`src/rtl/sprite_pkg.sv`:
```
// Shared constants, channel indices and wrap-around delta helper for the sprite
// overlap engine.
package sprite_pkg;

  localparam int unsigned DEF_NUM_CHAR = 5;
  localparam int unsigned DEF_COORD_W  = 10;
  localparam int unsigned DEF_TILE     = 8;
  localparam int unsigned DEF_TPS      = 2;
  localparam int unsigned DEF_MAP_W    = 288;
  localparam int unsigned DEF_MAP_H    = 224;

  typedef enum logic [2:0] {
    PACMAN = 3'd0,
    BLINKY = 3'd1,
    PINKY  = 3'd2,
    INKY   = 3'd3,
    CLYDE  = 3'd4
  } char_idx_e;

  // Distance from sprite origin c forward to pixel p on a ring of length span.
  // Evaluated at 32 bits so the result is never truncated before the compare.
  function automatic logic [31:0] wrap_delta(input logic [31:0] p, input logic [31:0] c,
                                             input logic [31:0] span);
    return (p >= c) ? (p - c) : (p + span - c);
  endfunction

endpackage

```
`src/rtl/sprite_hit_calc.sv`:
```
// Stage-1 slice for one sprite channel: wrapped dx/dy, coverage test and the
// registered in-sprite offsets.
module sprite_hit_calc
  import sprite_pkg::*;
#(
  parameter int unsigned COORD_W = DEF_COORD_W,
  parameter int unsigned MAP_W   = DEF_MAP_W,
  parameter int unsigned MAP_H   = DEF_MAP_H,
  parameter int unsigned SPR     = DEF_TILE * DEF_TPS,
  parameter int unsigned SPR_W   = $clog2(SPR)
) (
  input  logic               clk_i,
  input  logic               rst_ni,
  input  logic               pix_valid_i,
  input  logic [COORD_W-1:0] x_i,
  input  logic [COORD_W-1:0] y_i,
  input  logic [COORD_W-1:0] cx_i,
  input  logic [COORD_W-1:0] cy_i,
  input  logic               en_i,
  output logic               hit_o,
  output logic [SPR_W-1:0]   dx_o,
  output logic [SPR_W-1:0]   dy_o
);

  logic [31:0]      dx_full;
  logic [31:0]      dy_full;
  logic             hit_d;
  logic             hit_q;
  logic [SPR_W-1:0] dx_q;
  logic [SPR_W-1:0] dy_q;

  always_comb begin
    dx_full = wrap_delta(32'(x_i), 32'(cx_i), MAP_W);
    dy_full = wrap_delta(32'(y_i), 32'(cy_i), MAP_H);
    hit_d   = en_i && (dx_full < SPR) && (dy_full < SPR);
  end

  // Offsets are only meaningful when hit_d is set, so the low bits suffice.
  always_ff @(posedge clk_i or negedge rst_ni) begin
    if (!rst_ni) begin
      hit_q <= 1'b0;
      dx_q  <= '0;
      dy_q  <= '0;
    end else if (pix_valid_i) begin
      hit_q <= hit_d;
      dx_q  <= dx_full[SPR_W-1:0];
      dy_q  <= dy_full[SPR_W-1:0];
    end
  end

  assign hit_o = hit_q;
  assign dx_o  = dx_q;
  assign dy_o  = dy_q;

endmodule

```
`src/rtl/sprite_overlap_engine.sv`:
```
// Multi-sprite overlap engine: per-frame position shadows, per-channel hit slices,
// priority select, tile/pixel offsets and the Pac-Man/ghost collision flag.
module sprite_overlap_engine
  import sprite_pkg::*;
#(
  parameter int unsigned NUM_CHAR = DEF_NUM_CHAR,
  parameter int unsigned COORD_W  = DEF_COORD_W,
  parameter int unsigned TILE     = DEF_TILE,
  parameter int unsigned TPS      = DEF_TPS,
  parameter int unsigned MAP_W    = DEF_MAP_W,
  parameter int unsigned MAP_H    = DEF_MAP_H,
  localparam int unsigned SPR     = TILE * TPS,
  localparam int unsigned SPR_W   = $clog2(SPR),
  localparam int unsigned TILE_W  = $clog2(TILE),
  localparam int unsigned ID_W    = (NUM_CHAR > 1) ? $clog2(NUM_CHAR) : 1,
  localparam int unsigned PART_W  = (TPS > 1) ? $clog2(TPS * TPS) : 1,
  localparam int unsigned OFF_W   = $clog2(TILE * TILE)
) (
  input  logic                        i_clk,
  input  logic                        i_rst_n,
  input  logic                        i_frame_start,
  input  logic [NUM_CHAR*COORD_W-1:0] i_char_x,
  input  logic [NUM_CHAR*COORD_W-1:0] i_char_y,
  input  logic [NUM_CHAR-1:0]         i_char_en,
  input  logic                        i_pix_valid,
  input  logic [COORD_W-1:0]          i_x_cord,
  input  logic [COORD_W-1:0]          i_y_cord,
  output logic                        o_valid,
  output logic                        o_overlap,
  output logic [ID_W-1:0]             o_char_id,
  output logic [PART_W-1:0]           o_part_offset,
  output logic [OFF_W-1:0]            o_char_offset,
  output logic [NUM_CHAR-1:0]         o_hit_mask,
  output logic                        o_collide
);

  logic [NUM_CHAR*COORD_W-1:0] shadow_x_q;
  logic [NUM_CHAR*COORD_W-1:0] shadow_y_q;
  logic [NUM_CHAR-1:0]         shadow_en_q;
  logic [NUM_CHAR*COORD_W-1:0] cur_x;
  logic [NUM_CHAR*COORD_W-1:0] cur_y;
  logic [NUM_CHAR-1:0]         cur_en;

  logic                        valid1_q;
  logic [NUM_CHAR-1:0]         hit1;
  logic [SPR_W-1:0]            dx1 [NUM_CHAR];
  logic [SPR_W-1:0]            dy1 [NUM_CHAR];

  logic [ID_W-1:0]             win_id;
  logic [SPR_W-1:0]            win_dx;
  logic [SPR_W-1:0]            win_dy;
  logic                        found;
  logic [PART_W-1:0]           part_d;
  logic [OFF_W-1:0]            off_d;

  logic                        collide_contrib;
  logic                        acc_q;

  // A pixel arriving with the frame pulse must already see the new positions.
  always_comb begin
    cur_x  = i_frame_start ? i_char_x  : shadow_x_q;
    cur_y  = i_frame_start ? i_char_y  : shadow_y_q;
    cur_en = i_frame_start ? i_char_en : shadow_en_q;
  end

  always_ff @(posedge i_clk or negedge i_rst_n) begin
    if (!i_rst_n) begin
      shadow_x_q  <= '0;
      shadow_y_q  <= '0;
      shadow_en_q <= '0;
    end else if (i_frame_start) begin
      shadow_x_q  <= i_char_x;
      shadow_y_q  <= i_char_y;
      shadow_en_q <= i_char_en;
    end
  end

  always_ff @(posedge i_clk or negedge i_rst_n) begin
    if (!i_rst_n) begin
      valid1_q <= 1'b0;
    end else begin
      valid1_q <= i_pix_valid;
    end
  end

  for (genvar k = 0; k < NUM_CHAR; k++) begin : g_chan
    sprite_hit_calc #(
      .COORD_W (COORD_W),
      .MAP_W   (MAP_W),
      .MAP_H   (MAP_H),
      .SPR     (SPR),
      .SPR_W   (SPR_W)
    ) u_hit (
      .clk_i       (i_clk),
      .rst_ni      (i_rst_n),
      .pix_valid_i (i_pix_valid),
      .x_i         (i_x_cord),
      .y_i         (i_y_cord),
      .cx_i        (cur_x[k*COORD_W +: COORD_W]),
      .cy_i        (cur_y[k*COORD_W +: COORD_W]),
      .en_i        (cur_en[k]),
      .hit_o       (hit1[k]),
      .dx_o        (dx1[k]),
      .dy_o        (dy1[k])
    );
  end

  // Lowest-index hit wins; with no hit the offsets fall back to zero.
  always_comb begin
    found  = 1'b0;
    win_id = '0;
    win_dx = '0;
    win_dy = '0;
    for (int k = 0; k < NUM_CHAR; k++) begin
      if (hit1[k] && !found) begin
        found  = 1'b1;
        win_id = ID_W'(k);
        win_dx = dx1[k];
        win_dy = dy1[k];
      end
    end
    part_d = PART_W'(((32'(win_dy) >> TILE_W) * TPS) + (32'(win_dx) >> TILE_W));
    off_d  = OFF_W'(((32'(win_dx) & (TILE - 1)) * TILE) + (32'(win_dy) & (TILE - 1)));
  end

  always_ff @(posedge i_clk or negedge i_rst_n) begin
    if (!i_rst_n) begin
      o_valid       <= 1'b0;
      o_overlap     <= 1'b0;
      o_char_id     <= '0;
      o_part_offset <= '0;
      o_char_offset <= '0;
      o_hit_mask    <= '0;
    end else begin
      o_valid <= valid1_q;
      if (valid1_q) begin
        o_overlap     <= |hit1;
        o_char_id     <= win_id;
        o_part_offset <= part_d;
        o_char_offset <= off_d;
        o_hit_mask    <= hit1;
      end
    end
  end

  assign collide_contrib = o_valid && o_hit_mask[PACMAN] && (|(o_hit_mask & ~NUM_CHAR'(1)));

  always_ff @(posedge i_clk or negedge i_rst_n) begin
    if (!i_rst_n) begin
      acc_q     <= 1'b0;
      o_collide <= 1'b0;
    end else if (i_frame_start) begin
      o_collide <= acc_q | collide_contrib;
      acc_q     <= 1'b0;
    end else if (collide_contrib) begin
      acc_q <= 1'b1;
    end
  end

endmodule

```
`config.mk`:
```
export PLATFORM = sky130hd
export DESIGN_NAME = sprite_overlap_engine
export DESIGN_NICKNAME = d
export VERILOG_FILES = /design/src/rtl/sprite_pkg.sv /design/src/rtl/sprite_hit_calc.sv /design/src/rtl/sprite_overlap_engine.sv
export SDC_FILE = /design/constraint.sdc
export NUM_CORES = 1
export LEC_CHECK = 0
export BUFFER_PORTS_ARGS = -buffer_cell sky130_fd_sc_hd__buf_2
export CORE_UTILIZATION = 29
export CTS_CLUSTER_DIAMETER = 100
export DETAILED_ROUTE_END_ITERATION = 8
export SLEW_MARGIN = 20
export SYNTH_ARGS = -nofsm -noshare
export SYNTH_HDL_FRONTEND = slang
export SYNTH_SLANG_ARGS = --single-unit
```
`constraint.sdc`:
```
create_clock -name i_clk -period 3.05 [get_ports i_clk]
set_input_delay 0.305 -clock i_clk [delete_from_list [all_inputs] [get_ports i_clk]]
set_output_delay 0.305 -clock i_clk [all_outputs]
set_load 0.03 [all_outputs]
```
==> flow_summary.json <==
{
  "layout.cells.most_common": "sky130_fd_sc_hd__buf_4",
  "critPathTopFamily": "compound AO/OA/AOI/OAI gates",
  "port-buffer-count": 147,
  "wl_per_cell_um": 18.1,
  "crit_end_element": "register",
  "die_y_um": 223,
  "postSynthCellCount": 1533,
  "drt-vias-per-instance": 5.08,
  "die_width_um": 223,
  "cts_tree": "yes",
  "power.ir.vdd_worst_mv": 0.475,
  "global_route.usage.total_pct": 19.6,
  "r2r-start": "shadow_x_q[10]",
  "finalCritPeriodShare_pct": 106,
  "reg_area_um2": 4280,
  "holdCritPathClass": "in -> reg",
  "ys_async_sr_fraction_pct": 100,
  "synth_seq_cells": 171,
  "yosysSeqAreaShare_pct": 30.3,
  "clk_transition_reported_paths_ps": 80,
  "crit_fanout": 3,
  "library_cells_used_by_synthesis": 78,
  "fillCellCount": 4726,
  "cellLeakagePower_nw": 9.75,
  "p_total_mw": 9.53,
  "area_growth_syn_to_layout_pct": 39.9,
  "worstSetupStartpointType": "register",
  "rows": 80,
  "cts.sinks": 171,
  "timing.final.crit_period_ps": 3220,
  "timing.final.ws_setup_ps": -169,
  "violations_in_the_final_reports": "setup timing",
  "syn_area_per_cell_um2": 9.20,
  "htree_num_levels": 4,
  "first_pass_grt_wire_length_um": 75400,
  "hpwlAfterDp_um": 39700,
  "ant_nets": 0,
  "worst_path_largest_cell_delay_ps": 380,
  "design.die.area_um2": 49500,
  "synthesis.nets": 1834,
  "worst_slew_pin_slew_ps": 911,
  "drc": 0,
  "reg2reg_depth": 15,
  "synth_enable_flop_cells": 0,
  "number_of_global_route_vias_before_repair": 13593,
  "achievable-frequency_mhz": 311,
  "setup_viol": 2,
  "netlist_top_cells_area": "sky130_fd_sc_hd__dfrtp_1 (30%), sky130_fd_sc_hd__ha_1 (14%), sky130_fd_sc_hd__mux2i_1 (6.9%)",
  "clock-root-buffer": "sky130_fd_sc_hd__clkbuf_16",
  "setup_repair_after_global_routing_missed_its_margin": "yes",
  "powerDensity_nw_per_um2": 482,
  "synth_largest_area_cell": "sky130_fd_sc_hd__dfrtp_1",
  "multiInputGateArea_um2": 9680,
  "drive_above_1_share_pct": 35.1,
  "timing.hold.ws_ps": 81.4,
  "worst-path-stages": 15,
  "worst-endpoint-arrival_ps": 3570,
  "final_core_utilization_pct": 41.3,
  "finish.net_count": 2362,
  "cp_cell_sequence": "mux2_2, ha_1, inv_2, fa_2, a211oi_2, buf_4, o21bai_4, a31oi_2, or2_2, nand2_1, a21oi_1, ha_1, and4b_1, a31oi_2, o41ai_2",
  "cp-startpoint": "shadow_x_q[10]",
  "first_pass_iters": 5,
  "hold_viol_final": 0,
  "status": "finished with violations",
  "regToRegSetupSlack_ps": -170,
  "global_route.overflow_total": 0,
  "fp.coreArea_um2": 47800,
  "crit_slowest_cell": "sky130_fd_sc_hd__o41ai_2",
  "most-common-layout-cells": "sky130_fd_sc_hd__buf_4 (392), sky130_fd_sc_hd__dfrtp_1 (171), sky130_fd_sc_hd__ha_1 (154), sky130_fd_sc_hd__buf_2 (145), sky130_fd_sc_hd__inv_1 (141)",
  "grt_start_max_net_pins": 88,
  "post_synthesis_instance_area_um2": 14100,
  "cap_violations": 0,
  "ctsLongestPathBuffers": 2,
  "tritoncts.num_buffers": 17,
  "ys_warns": 0,
  "ys.flop_type": "sky130_fd_sc_hd__dfrtp_1",
  "synth_top_area_share_pct": 30.3,
  "worst_setup_path_endpoint": "g_chan[1].u_hit.hit_o",
  "pin_count": 148,
  "worst_r2r_endpoint": "g_chan[1].u_hit.hit_o",
  "wirelength_um": 48800,
  "drt_iter0_drc": 799,
  "timing.clock.skew_ps": 14.2,
  "number_of_antenna_violations_at_the_first_check_in_global_routing": 9,
  "vias": 13657,
  "worst-setup-path-type": "reg -> reg",
  "clk_lat_worst_skew_ps": 470,
  "worst_slew_margin_rel_pct": 39.2,
  "path_buf_inv": 2,
  "slew_violations": 0,
  "finalWeightedCongestion": 0.936,
  "critical_path_required_ps": 3400,
  "initial_utilization_pct": 29.5
}
## flip-flops by register name, indices dropped and copies added, names as in the netlist
| register | flops |
|---|---|
| o_char_id | 3 |
| shadow_en_q | 5 |
| o_part_offset | 2 |
| shadow_y_q | 50 |
| g_chan.u_hit.dx_o | 20 |
| o_valid | 1 |
| g_chan.u_hit.dy_o | 20 |
| o_overlap | 1 |
| o_char_offset | 6 |
| valid1_q | 1 |
| shadow_x_q | 50 |
| o_hit_mask | 5 |
| acc_q | 1 |
| o_collide | 1 |
| g_chan.u_hit.hit_o | 5 |
## per-layer routing
layer | GRT usage [%] | share of wire [%]
met1 | 26.1 | 46
met3 | 3.04 | 4.5
met4 | 6.96 | 2.5
met2 | 32.1 | 47
met5 | 0 | 0.17
## stage by stage
| stage | cells | setup slack, ps | cell area [µm²] | TNS (ps) |
|---|---|---|---|---|
| after floorplan | 1533 | -277 | 14400 | -667 |
| after global placement | 2640 | -487 | 18500 | -2300 |
| after detailed placement | 2640 | -558 | 18500 | -2600 |
| after CTS | 2679 | -154 | 19300 | -280 |
| after global routing | 2689 | -257 | 19700 | -679 |
| final | 2691 | -169 | 19700 | -274 |
## final cells by class
cell class | count | area share [%]
Clock buffer | 17 | 2.15
Tap cell | 615 | 3.90
Clock inverter | 15 | 0.982
Timing Repair Buffer | 548 | 19.4
Sequential cell | 171 | 21.7
Inverter | 146 | 2.79
Multi-Input combinational cell | 1177 | 49.1
Antenna cell | 2 | 0.0254
## how the worst min path moves through the flow
stage | from | endpoint | slack [ps] | cells after the start
global route | i_char_en[1] | shadow_en_q[1] | 90 | 2
finish | i_char_x[27] | shadow_x_q[27] | 80 | 3
floorplan | i_rst_n | acc_q | 9 | 0
detailed placement | i_rst_n | shadow_y_q[26] | 440 | 1
CTS | i_char_y[4] | shadow_y_q[4] | 60 | 3
global placement | i_rst_n | shadow_y_q[26] | 430 | 1
## cells in the mapped netlist (9+ instances only)
| cell type | n |
|---|---|
| sky130_fd_sc_hd__buf_1 | 9 |
| sky130_fd_sc_hd__a31oi_1 | 22 |
| sky130_fd_sc_hd__clkbuf_1 | 27 |
| sky130_fd_sc_hd__fa_1 | 10 |
| sky130_fd_sc_hd__ha_1 | 162 |
| sky130_fd_sc_hd__or2_2 | 9 |
| sky130_fd_sc_hd__nand2_1 | 68 |
| sky130_fd_sc_hd__nand3_1 | 18 |
| sky130_fd_sc_hd__nand3b_1 | 10 |
| sky130_fd_sc_hd__nor3_1 | 43 |
| sky130_fd_sc_hd__xnor2_1 | 46 |
| sky130_fd_sc_hd__a211oi_1 | 20 |
| sky130_fd_sc_hd__o21bai_1 | 13 |
| sky130_fd_sc_hd__mux2i_1 | 97 |
| sky130_fd_sc_hd__nor2_1 | 94 |
| sky130_fd_sc_hd__a21oi_1 | 124 |
| sky130_fd_sc_hd__a21o_1 | 39 |
| sky130_fd_sc_hd__xor2_1 | 35 |
| sky130_fd_sc_hd__dfrtp_1 | 171 |
| sky130_fd_sc_hd__o21a_1 | 17 |
| sky130_fd_sc_hd__nand2b_1 | 20 |
| sky130_fd_sc_hd__a211o_1 | 9 |
| sky130_fd_sc_hd__mux2_2 | 41 |
| sky130_fd_sc_hd__a22oi_1 | 9 |
| sky130_fd_sc_hd__o2111a_1 | 9 |
| sky130_fd_sc_hd__inv_1 | 146 |
| sky130_fd_sc_hd__nor2b_1 | 21 |
| sky130_fd_sc_hd__a221oi_1 | 11 |
| sky130_fd_sc_hd__o211ai_1 | 14 |
| sky130_fd_sc_hd__o21ai_0 | 67 |
| sky130_fd_sc_hd__and3_1 | 9 |
## repair_timing
item                       in CTS  in global routing
buffers inserted                6                 10
resized for setup              26                 67
hold endpoints to repair       85                  0
hold buffers                    1                  0
setup endpoints to repair       5                  5
pin swaps                      17                 41
## report_power, final
| group | leakage [nW] | internal [mW] | switching [mW] | total, mW |
|---|---|---|---|---|
| combinational | 7.41 | 2.23 | 2.27 | 4.50 |
| sequential | 2.04 | 2.54 | 0.134 | 2.67 |
| clock | 0.302 | 1.25 | 1.10 | 2.35 |
| total | 9.75 | 6.02 | 3.51 | 9.53 |
## cells by family (layout without fill, tap and decap cells)
| kind of cell | Yosys count | in the layout | synth area share (%) |
|---|---|---|---|
| multiplexers | 138 | 138 | 10.2 |
| adder cells (fa/ha/maj) | 172 | 172 | 15.8 |
| other | 0 | 2 | 0 |
| AND/OR/NAND/NOR | 342 | 342 | 12.2 |
| flip-flops | 171 | 171 | 30.3 |
| AO/OA/AOI/OAI | 444 | 444 | 21.5 |
| buffers and inverters | 185 | 726 | 4.95 |
| XOR/XNOR | 81 | 81 | 5.03 |
## worst reg2reg max path: stages (launching register included)
cell	delay, ps
sky130_fd_sc_hd__dfrtp_1	370
sky130_fd_sc_hd__mux2_2	300
sky130_fd_sc_hd__ha_1	220
sky130_fd_sc_hd__inv_2	70
sky130_fd_sc_hd__fa_2	210
sky130_fd_sc_hd__a211oi_2	80
sky130_fd_sc_hd__buf_4	150
sky130_fd_sc_hd__o21bai_4	170
sky130_fd_sc_hd__a31oi_2	120
sky130_fd_sc_hd__or2_2	300
sky130_fd_sc_hd__nand2_1	70
sky130_fd_sc_hd__a21oi_1	70
sky130_fd_sc_hd__ha_1	270
sky130_fd_sc_hd__and4b_1	200
sky130_fd_sc_hd__a31oi_2	120
sky130_fd_sc_hd__o41ai_2	380
(Power assumes the default switching activity.)
